<file path="src/rtl/sdram_burst_bridge.sv">
// Host burst command/data port to sdram_controller req/ack, with a first-word-fall-through write FIFO.
// Define SDRAM_BRIDGE_PAGE_SPLIT_EN to split page-crossing bursts in two; otherwise they are rejected.
module sdram_burst_bridge #(
  parameter int DW         = 16,
  parameter int AW         = 24,
  parameter int FIFO_DEPTH = 256,
  parameter int MAX_BURST  = 256,
  parameter int COL_W      = 9
) (
  input  logic                        sys_clk,
  input  logic                        rst_n,
  input  logic                        cmd_valid,
  output logic                        cmd_ready,
  input  logic                        cmd_write,
  input  logic [AW-1:0]               cmd_addr,
  input  logic [9:0]                  cmd_len,
  input  logic                        wr_data_valid,
  output logic                        wr_data_ready,
  input  logic [DW-1:0]               wr_data,
  output logic                        rd_data_valid,
  output logic [DW-1:0]               rd_data,
  output logic                        busy,
  output logic                        done,
  output logic                        err,
  output logic [$clog2(FIFO_DEPTH):0] fifo_level,
  input  logic                        sdram_init_done,
  output logic                        sdram_wr_req,
  input  logic                        sdram_wr_ack,
  output logic [23:0]                 sdram_wr_addr,
  output logic [9:0]                  sdram_wr_burst,
  output logic [DW-1:0]               sdram_din,
  output logic                        sdram_rd_req,
  input  logic                        sdram_rd_ack,
  output logic [23:0]                 sdram_rd_addr,
  output logic [9:0]                  sdram_rd_burst,
  input  logic [DW-1:0]               sdram_dout
);
  localparam int PW   = $clog2(FIFO_DEPTH);
  localparam int LW   = PW + 1;
  localparam int PAGE = 1 << COL_W;

  // state     | meaning
  // IDLE      | accept a command when the controller is initialised
  // CHECK     | validate length, size first sub-burst
  // WAIT_DATA | wait until the FIFO holds the whole write sub-burst
  // WR_REQ    | write request held until first ack
  // WR_XFER   | write words stream out of the FIFO while ack is high
  // RD_REQ    | read request held until first ack
  // RD_XFER   | read words stream back while ack is high
  // DONE      | one-cycle completion pulse
  typedef enum logic [2:0] {
    IDLE, CHECK, WAIT_DATA, WR_REQ, WR_XFER, RD_REQ, RD_XFER, DONE
  } state_t;

  state_t        state_q, state_d;
  logic [AW-1:0] addr_q, addr_d;
  logic [9:0]    len_q, len_d;
  logic [9:0]    len1_q, len1_d;
  logic          write_q, write_d;
  logic          wr_req_q, wr_req_d;
  logic          rd_req_q, rd_req_d;
  logic          rd_valid_q, rd_valid_d;
  logic [DW-1:0] rd_data_q, rd_data_d;
  logic          err_q, err_d;
  logic          done_q, done_d;
  logic          busy_q, busy_d;
  logic          run_q;
  logic          end_sub;
  logic [10:0]   room;
`ifdef SDRAM_BRIDGE_PAGE_SPLIT_EN
  logic [9:0]    len2_q, len2_d;
  logic [9:0]    len1_w;
`endif

  logic [DW-1:0] mem_q [FIFO_DEPTH];
  logic [PW-1:0] wr_ptr_q, rd_ptr_q;
  logic [LW-1:0] count_q;
  logic          push, pop, full;

  assign full  = (count_q == LW'(FIFO_DEPTH));
  assign push  = wr_data_valid && wr_data_ready;
  assign pop   = sdram_wr_ack && (state_q == WR_REQ || state_q == WR_XFER) && (count_q != '0);

  always_ff @(posedge sys_clk) begin
    if (push) mem_q[wr_ptr_q] <= wr_data;
  end

  always_ff @(posedge sys_clk or negedge rst_n) begin
    if (!rst_n) begin
      wr_ptr_q <= '0;
      rd_ptr_q <= '0;
      count_q  <= '0;
    end else begin
      if (push) wr_ptr_q <= wr_ptr_q + PW'(1);
      if (pop)  rd_ptr_q <= rd_ptr_q + PW'(1);
      case ({push, pop})
        2'b10:   count_q <= count_q + LW'(1);
        2'b01:   count_q <= count_q - LW'(1);
        default: count_q <= count_q;
      endcase
    end
  end

  // words left in the page starting at the command address
  assign room = 11'(PAGE) - 11'(addr_q[COL_W-1:0]);
`ifdef SDRAM_BRIDGE_PAGE_SPLIT_EN
  assign len1_w = ({1'b0, len_q} < room) ? len_q : room[9:0];
`endif

  always_comb begin
    state_d  = state_q;
    addr_d   = addr_q;
    len_d    = len_q;
    len1_d   = len1_q;
    write_d  = write_q;
    wr_req_d = wr_req_q;
    rd_req_d = rd_req_q;
    err_d    = 1'b0;
    end_sub  = 1'b0;
`ifdef SDRAM_BRIDGE_PAGE_SPLIT_EN
    len2_d   = len2_q;
`endif
    rd_valid_d = sdram_rd_ack && (state_q == RD_REQ || state_q == RD_XFER);
    rd_data_d  = sdram_rd_ack ? sdram_dout : rd_data_q;

    case (state_q)
      IDLE: begin
        if (cmd_valid && cmd_ready) begin
          addr_d  = cmd_addr;
          len_d   = cmd_len;
          write_d = cmd_write;
          state_d = CHECK;
        end
      end
      CHECK: begin
        if (len_q == '0 || 32'(len_q) > MAX_BURST) begin
          err_d   = 1'b1;
          state_d = IDLE;
`ifndef SDRAM_BRIDGE_PAGE_SPLIT_EN
        end else if ({1'b0, len_q} > room) begin
          err_d   = 1'b1;
          state_d = IDLE;
`endif
        end else begin
`ifdef SDRAM_BRIDGE_PAGE_SPLIT_EN
          len1_d = len1_w;
          len2_d = len_q - len1_w;
`else
          len1_d = len_q;
`endif
          if (!write_q) begin
            rd_req_d = 1'b1;
            state_d  = RD_REQ;
          end else if (32'(count_q) >= 32'(len1_d)) begin
            wr_req_d = 1'b1;
            state_d  = WR_REQ;
          end else begin
            state_d = WAIT_DATA;
          end
        end
      end
      WAIT_DATA: begin
        if (32'(count_q) >= 32'(len1_q)) begin
          wr_req_d = 1'b1;
          state_d  = WR_REQ;
        end
      end
      WR_REQ: begin
        if (sdram_wr_ack) begin
          wr_req_d = 1'b0;
          state_d  = WR_XFER;
        end
      end
      RD_REQ: begin
        if (sdram_rd_ack) begin
          rd_req_d = 1'b0;
          state_d  = RD_XFER;
        end
      end
      WR_XFER: end_sub = !sdram_wr_ack;
      RD_XFER: end_sub = !sdram_rd_ack;
      DONE:    state_d = IDLE;
      default: state_d = IDLE;
    endcase

    if (end_sub) begin
`ifdef SDRAM_BRIDGE_PAGE_SPLIT_EN
      if (len2_q != '0) begin
        addr_d = addr_q + AW'(len1_q);
        len1_d = len2_q;
        len2_d = '0;
        if (write_q) begin
          state_d = WAIT_DATA;
        end else begin
          rd_req_d = 1'b1;
          state_d  = RD_REQ;
        end
      end else begin
        state_d = DONE;
      end
`else
      state_d = DONE;
`endif
    end

    done_d = (state_d == DONE);
    busy_d = (state_d != IDLE);
  end

  always_ff @(posedge sys_clk or negedge rst_n) begin
    if (!rst_n) begin
      state_q    <= IDLE;
      addr_q     <= '0;
      len_q      <= '0;
      len1_q     <= '0;
      write_q    <= 1'b0;
      wr_req_q   <= 1'b0;
      rd_req_q   <= 1'b0;
      rd_valid_q <= 1'b0;
      rd_data_q  <= '0;
      err_q      <= 1'b0;
      done_q     <= 1'b0;
      busy_q     <= 1'b0;
      run_q      <= 1'b0;
`ifdef SDRAM_BRIDGE_PAGE_SPLIT_EN
      len2_q     <= '0;
`endif
    end else begin
      state_q    <= state_d;
      addr_q     <= addr_d;
      len_q      <= len_d;
      len1_q     <= len1_d;
      write_q    <= write_d;
      wr_req_q   <= wr_req_d;
      rd_req_q   <= rd_req_d;
      rd_valid_q <= rd_valid_d;
      rd_data_q  <= rd_data_d;
      err_q      <= err_d;
      done_q     <= done_d;
      busy_q     <= busy_d;
      run_q      <= 1'b1;
`ifdef SDRAM_BRIDGE_PAGE_SPLIT_EN
      len2_q     <= len2_d;
`endif
    end
  end

  // run_q keeps the handshake readies low while reset is held
  assign cmd_ready      = run_q && (state_q == IDLE) && sdram_init_done;
  assign wr_data_ready  = run_q && !full;
  assign rd_data_valid  = rd_valid_q;
  assign rd_data        = rd_data_q;
  assign busy           = busy_q;
  assign done           = done_q;
  assign err            = err_q;
  assign fifo_level     = count_q;
  assign sdram_wr_req   = wr_req_q;
  assign sdram_wr_addr  = 24'(addr_q);
  assign sdram_wr_burst = len1_q;
  assign sdram_din      = (state_q == WR_REQ || state_q == WR_XFER) ? mem_q[rd_ptr_q] : '0;
  assign sdram_rd_req   = rd_req_q;
  assign sdram_rd_addr  = 24'(addr_q);
  assign sdram_rd_burst = len1_q;

endmodule

</file>
<file path="config.mk">
export PLATFORM = sky130hd
export DESIGN_NAME = sdram_burst_bridge
export DESIGN_NICKNAME = d
export VERILOG_FILES = /design/src/rtl/sdram_burst_bridge.sv
export SDC_FILE = /design/constraint.sdc
export NUM_CORES = 2
export LEC_CHECK = 0
export CAP_MARGIN = 25
export CORE_ASPECT_RATIO = 2
export CORE_MARGIN = 2
export CORE_UTILIZATION = 35
export CTS_BUF_LIST = sky130_fd_sc_hd__clkbuf_2 sky130_fd_sc_hd__clkbuf_4 sky130_fd_sc_hd__clkbuf_8
export CTS_CLUSTER_SIZE = 8
export DETAILED_ROUTE_END_ITERATION = 10
export GPL_TIMING_DRIVEN = 1
export PLACE_DENSITY_LB_ADDON = 0.25
export SYNTH_ARGS = -nofsm -noshare
export SYNTH_HDL_FRONTEND = slang
export SYNTH_SLANG_ARGS = --single-unit
</file>
<file path="constraint.sdc">
create_clock -name sys_clk -period 4.3 [get_ports sys_clk]
set_clock_uncertainty 0.05 [all_clocks]
set_input_delay 0.43 -clock sys_clk [delete_from_list [all_inputs] [get_ports sys_clk]]
set_output_delay 0.43 -clock sys_clk [all_outputs]
set_load 0.1 [all_outputs]
</file>
## After elaboration in Yosys (flattened, before gate mapping)

Memories as Yosys holds them, arrays and structs flattened.
Index checks and enable logic that the tools add are counted.
W data, S select, Z words.

| word-level totals | value |
|---|---|
| memory bits (writable) | 4,096 |
| input bits | 74 |
| logic and storage cells | 102 |
| output and inout port bits | 117 |
| ROM bits | 0 |
| memories | 1 |
| bits in registers | 96 |
| latch bits | 0 |

Memory list:

| name | depth | bits a word | read ports | clocked after memory_dff | write ports | RTL line | source |
|---|---|---|---|---|---|---|---|
| mem_q | 256 | 16 | 1 | 0 | 1 | 75 | `logic [DW-1:0] mem_q [FIFO_DEPTH];` |

| cells by class | value |
|---|---|
| bitwise gates (word level) | 2 |
| $add $sub $neg | 5 |
| shift operators | 0 |
| divide/modulo/power cells | 0 |
| mux-type cells | 30 |
| multiply operators | 0 |
| eq/ne operators | 19 |
| magnitude comparators | 4 |
| reduce and logical (&&, ||, !) cells | 25 |

Operator list:

| operator | count |
|---|---|
| $mux W3 | 8 |
| $ge A9 B10 Y1 | 2 |
| $pmux W3 S6 | 1 |
| $pmux W9 S2 | 1 |
| $add A8 B1 Y8 const B | 2 |
| $mux W1 | 16 |
| $mux W16 | 1 |
| $ne A2 B2 Y1 const B | 8 |
| $eq A3 B3 Y1 const B | 5 |
| $gt A10 B11 Y1 | 1 |
| $sub A10 B9 Y11 const A | 1 |
| $gt A10 B9 Y1 const B | 1 |
| $logic_not A10 Y1 | 1 |
| $add A9 B1 Y9 const B | 1 |
| $eq A9 B9 Y1 const B | 1 |
| $reduce_bool A9 Y1 | 1 |
| $sub A9 B1 Y9 const B | 1 |
| $logic_and A1 B1 Y1 | 8 |
| $reduce_and A7 Y1 | 1 |
| $eq A3 B2 Y1 const B | 2 |
| $reduce_bool A3 Y1 | 2 |
| $reduce_and A5 Y1 | 1 |
| $pmux W1 S2 | 2 |
| $reduce_bool A2 Y1 | 2 |
| other kinds (10) | 15 |

## Logic depth before layout (Yosys ltp)

| depth | value |
|---|---|
| depth after elaboration | 8 |
| gate-level depth with buffers | 14 |
| depth with buffers taken out | 13 |

## Least setup slack after synthesis

No wires, ideal clock.

| path | value |
|---|---|
| path kind | register -> register |
| from | reg state_q[0] |
| to | reg addr_q[0], in the netlist sdram_rd_addr[0] |
| stages on the path, launching flop included | 6 |
| setup time | 0.126 ns |
| buffers on the path | 2 |
| data arrival time | 4.993 ns |
| clock period less this slack | 5.170 ns |
| path slack | -0.870 ns |
| required time | 4.124 ns |
| path through | dfrtp_1 > clkbuf_1 > nor4_1 > nand2_1 > clkbuf_1 > mux2_2 |

| between the ends | value |
|---|---|
| longest elaborated chain between the ends | 5 |

RTL lines:

| what | RTL line | source |
|---|---|---|
| start: declaration | 55 | `state_t state_q, state_d;` |
| start signal: assignment | 229 | `state_q <= state_d;` |
| $logic_not A3 Y1 | 249 | `assign cmd_ready = run_q && (state_q == IDLE) && sdram_init_done;` |
| $logic_and A1 B1 Y1 (2 in series) | 249 |  |
| via cmd_ready | 13 | `output logic cmd_ready,` |
| $logic_and A1 B1 Y1 | 128 | `if (cmd_valid && cmd_ready) begin` |
| $reduce_and A2 Y1 (no line) | -- |  |
| end signal: assignment | 230 | `addr_q <= addr_d;` |
| end: declaration | 56 | `logic [AW-1:0] addr_q, addr_d;` |

The timed path passes the listed nets, and every way through them passes these cells.
A chain may end at the register's enable or synchronous reset.

## Worst setup path after layout

| path | value |
|---|---|
| from | reg rd_ptr_q[0] |
| to | out sdram_din[2] |

| between the ends | value |
|---|---|
| longest elaborated chain between the ends | 2 |

RTL lines:

| what | RTL line | source |
|---|---|---|
| start: declaration | 76 | `logic [PW-1:0] wr_ptr_q, rd_ptr_q;` |
| start signal: assignment | 95 | `if (pop) rd_ptr_q <= rd_ptr_q + PW'(1);` |
| $mem_v2 Z256 W16 | -- |  |
| $mux W16 | 260 | `assign sdram_din = (state_q == WR_REQ \|\| state_q == WR_XFER) ? mem_q[rd_ptr_q] : '0;` |
| end: declaration | 31 | `output logic [DW-1:0] sdram_din,` |

Every way passes these cells.

==> Flow_metrics.wiki <==
{| class="wikitable"
! Metric !! Value
|-
| Avg Inst Size Synth || around 21 µm²
|-
| Num CTS Buffers || 613
|-
| Fraction of final layout cells sized beyond drive strength 1 || 0.357
|-
| Cell repeated most along the worst path || sky130_fd_sc_hd__buf_12
|-
| Number of fillers in the final layout || 40,215
|-
| Number of DRC violations after detailed-routing iteration 0 || between 8,000 and 9,000
|-
| Clock latency reported for the late side of the worst-skew pair || 1.21 ns
|-
| Die outline area || approximately 0.47 mm²
|-
| Fraction of power consumed by the clock network || 0.245
|-
| Critical setup path kind || flip-flop to output port
|-
| Most frequent standard cell in the layout excluding fill and tap cells || sky130_fd_sc_hd__edfxtp_1
|-
| Most frequently used flop master after synthesis || sky130_fd_sc_hd__edfxtp_1
|-
| Floorplan Core Area || 0.465 mm²
|-
| Post-Syn Nets || slightly below 8,000
|-
| Critical register-to-register path endpoint || fifo_level[8]
|-
| Final critical delay including setup and external delays || a little over 5 ns
|-
| Synth async-reset ratio || 0.0229
|-
| Initial core utilization || 0.352
|-
| Number of flops mapped to enable cells by yosys || 4,096
|-
| Maximum root-to-sink buffer count || 4
|-
| Failing checks || setup timing
|-
| Number of antenna violations at the first check in global routing || 16
|-
| Synthesized instance count || between 7,000 and 8,000
|-
| Data required time of the critical path || around 3.8 ns
|-
| Highest clock rate || about 0.19 GHz
|-
| Max-cap violation count || 0
|-
| Netlist Area Pre-Place || between 0.15 and 0.2 mm²
|-
| Critical Path AT || 4.69 ns
|-
| RSZ-0062 raised after global routing || yes
|-
| Pre-Repair DR Iteration Count || 5
|-
| Commonest cells after routing, fill and taps aside || sky130_fd_sc_hd__edfxtp_1, sky130_fd_sc_hd__mux4_2, sky130_fd_sc_hd__buf_4, sky130_fd_sc_hd__clkbuf_8, sky130_fd_sc_hd__mux2i_1
|-
| Pin count of the biggest net entering global routing || 129
|-
| Launching point of the worst reg2reg path || state_q[0]
|-
| I/O pin cnt || 191
|-
| Share of total power in combinational logic || 0.374
|-
| Worst Hold End || mem_q[24][12]
|-
| Slowest stage cell, crit path || sky130_fd_sc_hd__mux4_2
|-
| Pins Over Slew Limit || 0
|-
| Number of remaining DRC errors || 0
|-
| Worst vdd rail ir drop || 0.684 mV
|-
| Routability congestion estimate from global placement || 0.899
|-
| Post-DR vias/cell || 5.57
|-
| Yosys reg bits || 4,192
|-
| Run status || finished, violations left
|-
| Worst Slack Setup Final || -0.873 ns
|-
| Crit path largest cell delay || 0.51 ns
|-
| Tightest Pin Transition || approximately 1.2 ns
|-
| Clock sinks || 4,192
|-
| List of cells traversed by the critical path || buf_16 > buf_16 > buf_12 > buf_12 > mux4_2 > nand2_2 > a21oi_2 > a311oi_4 > o221ai_4 > buf_12 > a221oi_2 > buf_4 > o31ai_4 > buf_12
|-
| Layout Cell Area excl Fill || 0.195 mm²
|-
| Count of yosys warnings during synthesis || 0
|-
| Pwr dens || roughly 600 mW/mm²
|-
| Nature of the critical path startpoint || flip-flop
|-
| WL/cell || 35.5 µm
|-
| TritonCTS clock tree || done
|-
| Final setup TNS || -12.71 ns
|-
| Final setup violating endpoints || 16
|-
| IO buf count || 190
|-
| Die outline height || 970 µm
|-
| Total wire length || roughly 550,000 µm
|-
| Crit end category || output port
|-
| Switching power share of the total || 0.347
|-
| Root Driver || sky130_fd_sc_hd__clkbuf_8
|-
| R2R cell count || 12
|-
| Static power due to leakage || 0.0634 µW
|-
| Maximum fanout encountered on the critical timing path || 8
|-
| Sequential power share || 0.381
|-
| Slack of the worst reg-to-reg path || 0.24 ns
|-
| GRT Residual Overflow || 0
|-
| Source of the worst hold timing path || wr_data[12]
|-
| Slew margin rel. || 0.183
|-
| Die width || 487 µm
|-
| Number of library cell types mapped by synthesis || 82
|-
| Number of instances on the worst hold path || 2
|-
| Clock slew at reported path FFs || 0.06 ns
|-
| Instance area after placement || 0.180 mm²
|-
| Share of the clock period used by the worst path || 1.20
|-
| Number of global-route vias before repair || 90,434
|-
| All-Layer GR Usage || 0.228
|-
| Area growth from synthesis to layout || 19.5%
|-
| Startpoint of the worst setup timing path || rd_ptr_q[0]
|-
| Via count || between 80,000 and 90,000
|-
| H-Tree Depth || 6
|-
| Power spent charging and discharging nets || 41,800 µW
|-
| Nets || around 9,300
|-
| Area of combinational cells with multiple inputs || ~0.037 mm²
|-
| DRT antenna net count || 0
|-
| Int Power || 78,600 µW
|-
| End-of-flow core utilization || 0.420
|-
| Site row count || ~350
|-
| First-pass GRT wire length || between 700,000 and 800,000 µm
|-
| DP Wirelength || approximately 360,000 µm
|-
| Fin. Hold Viols || 0
|-
| Hold Crit Class || input pin to flip-flop
|-
| Flip-flop and latch area || 0.125 mm²
|-
| Sequential-to-total area share from yosys stat || 0.768
|}
-- routing by layer --
| layer | routed length (µm) | share of wire | global-route usage |
|---|---|---|---|
| met5 | 30 | 0.000055 | 0 |
| met4 | 51800 | 0.095 | 0.180 |
| met3 | 29700 | 0.054 | 0.0303 |
| met2 | 288000 | 0.53 | 0.413 |
| met1 | 176000 | 0.32 | 0.236 |
-- cell usage after synthesis, drive strengths merged, types with 7 or more instances --
library cell / number / area [µm²]
a2111oi: 15 / 150
a211oi: 43 / 328
a21o: 15 / 113
a21oi: 117 / 586
a221oi: 49 / 460
a22o: 16 / 140
a22oi: 87 / 653
a311oi: 9 / 85.1
a31oi: 27 / 169
and2: 12 / 75.1
buf: 314 / 2620
clkbuf: 155 / 586
dfrtp: 96 / 2400
edfxtp: 4096 / 123000
ha: 42 / 526
inv: 36 / 135
mux2: 58 / 653
mux2i: 481 / 4810
mux4: 918 / 20700
nand2: 224 / 843
nand2b: 14 / 87.6
nand3: 50 / 250
nor2: 325 / 1220
nor2b: 22 / 138
nor3: 33 / 165
nor3b: 7 / 52.6
nor4: 17 / 113
o211ai: 20 / 150
o21ai: 84 / 420
o221ai: 25 / 219
o22ai: 80 / 500
o31ai: 10 / 75.1
o32ai: 13 / 114
xnor2: 17 / 149
xor2: 11 / 96.3
-- how the worst max path moves through the flow --
stage	to	slack, ns	depth (start not counted)
6_report	sdram_din[2]	-0.87	14
5_1_grt	sdram_din[0]	-0.89	16
4_1_cts	sdram_din[0]	-0.93	17
3_5_place_dp	sdram_din[6]	-0.60	14
3_3_place_gp	sdram_din[9]	-0.76	12
2_1_floorplan	sdram_rd_burst[1]	0.41	12
-- through the flow --
stage               setup WS (ns)  hold slack [ns]  total power (µW)  cells
floorplan                   0.412           0.0844             70400   7608
global placement           -0.758            0.438             86600  14321
detailed placement         -0.598            0.444             86900  14361
CTS                        -0.929           0.0493            121000  15368
global route               -0.885            0.110            124000  15401
finish                     -0.873            0.130            120000  15404
-- what timing repair did --
| item | 4_1_cts | 5_1_grt |
|---|---|---|
| cloned | 27 | 2 |
| endpoints found under the setup margin | 16 | 16 |
| resized for setup | 413 | 71 |
| hold buffers | 72 | 0 |
| pin swaps | 47 | 40 |
| buffers inserted | 107 | 26 |
| endpoints found under the hold margin | 1963 | 0 |
-- power by group through the flow --
| stage | clock, µW | combinational [µW] | sequential, µW |
|---|---|---|---|
| floorplan | 0 | 22300 | 48100 |
| global route | 31500 | 46200 | 45900 |
| finish | 29500 | 45100 | 45800 |
| global placement | 0 | 39900 | 46700 |
| CTS | 30100 | 44700 | 45800 |
| detailed placement | 0 | 40100 | 46700 |
-- sequential cells by signal, indices dropped and copies added, names as in the netlist, 3 cells and up --
name,count
fifo_level,9
len_q,10
mem_q,4096
rd_data,16
rd_ptr_q,8
sdram_rd_addr,24
sdram_rd_burst,10
state_q,3
wr_ptr_q,8
-- area by class of cell --
type	count	share of cell area
antenna	10	0.000128
clock buffer	732	0.0480
clock inverter	76	0.00407
inverter	36	0.000731
multi-input combinational	2911	0.188
sequential	4192	0.643
tap	6052	0.0388
timing repair buffer	1395	0.0772
-- worst max-delay path, delay by kind of cell (launching register included) --
family | cells | cell delay [ns]
AOI/OAI and AO/OA | 5 | 1.09
buffers and inverters | 7 | 1.29
DFF | 1 | 0.49
muxes | 1 | 0.51
and+or+nand+nor | 1 | 0.10
-- logic make-up (layout without fill, tap and decap cells) --
logic type               after synthesis  after routing  share of synthesized area
AO/OA/AOI/OAI                        651            651                     0.0277
XOR/XNOR                              28             28                    0.00150
adder cells (fa/ha/maj)               43             43                    0.00334
buffers and inverters                505           2239                     0.0205
flip-flops                          4192           4192                      0.768
multiplexers                        1457           1457                      0.160
other                                  1             11                  0.0000230
AND/OR/NAND/NOR                      731            731                     0.0192
Power figures use the tool's default switching activity.
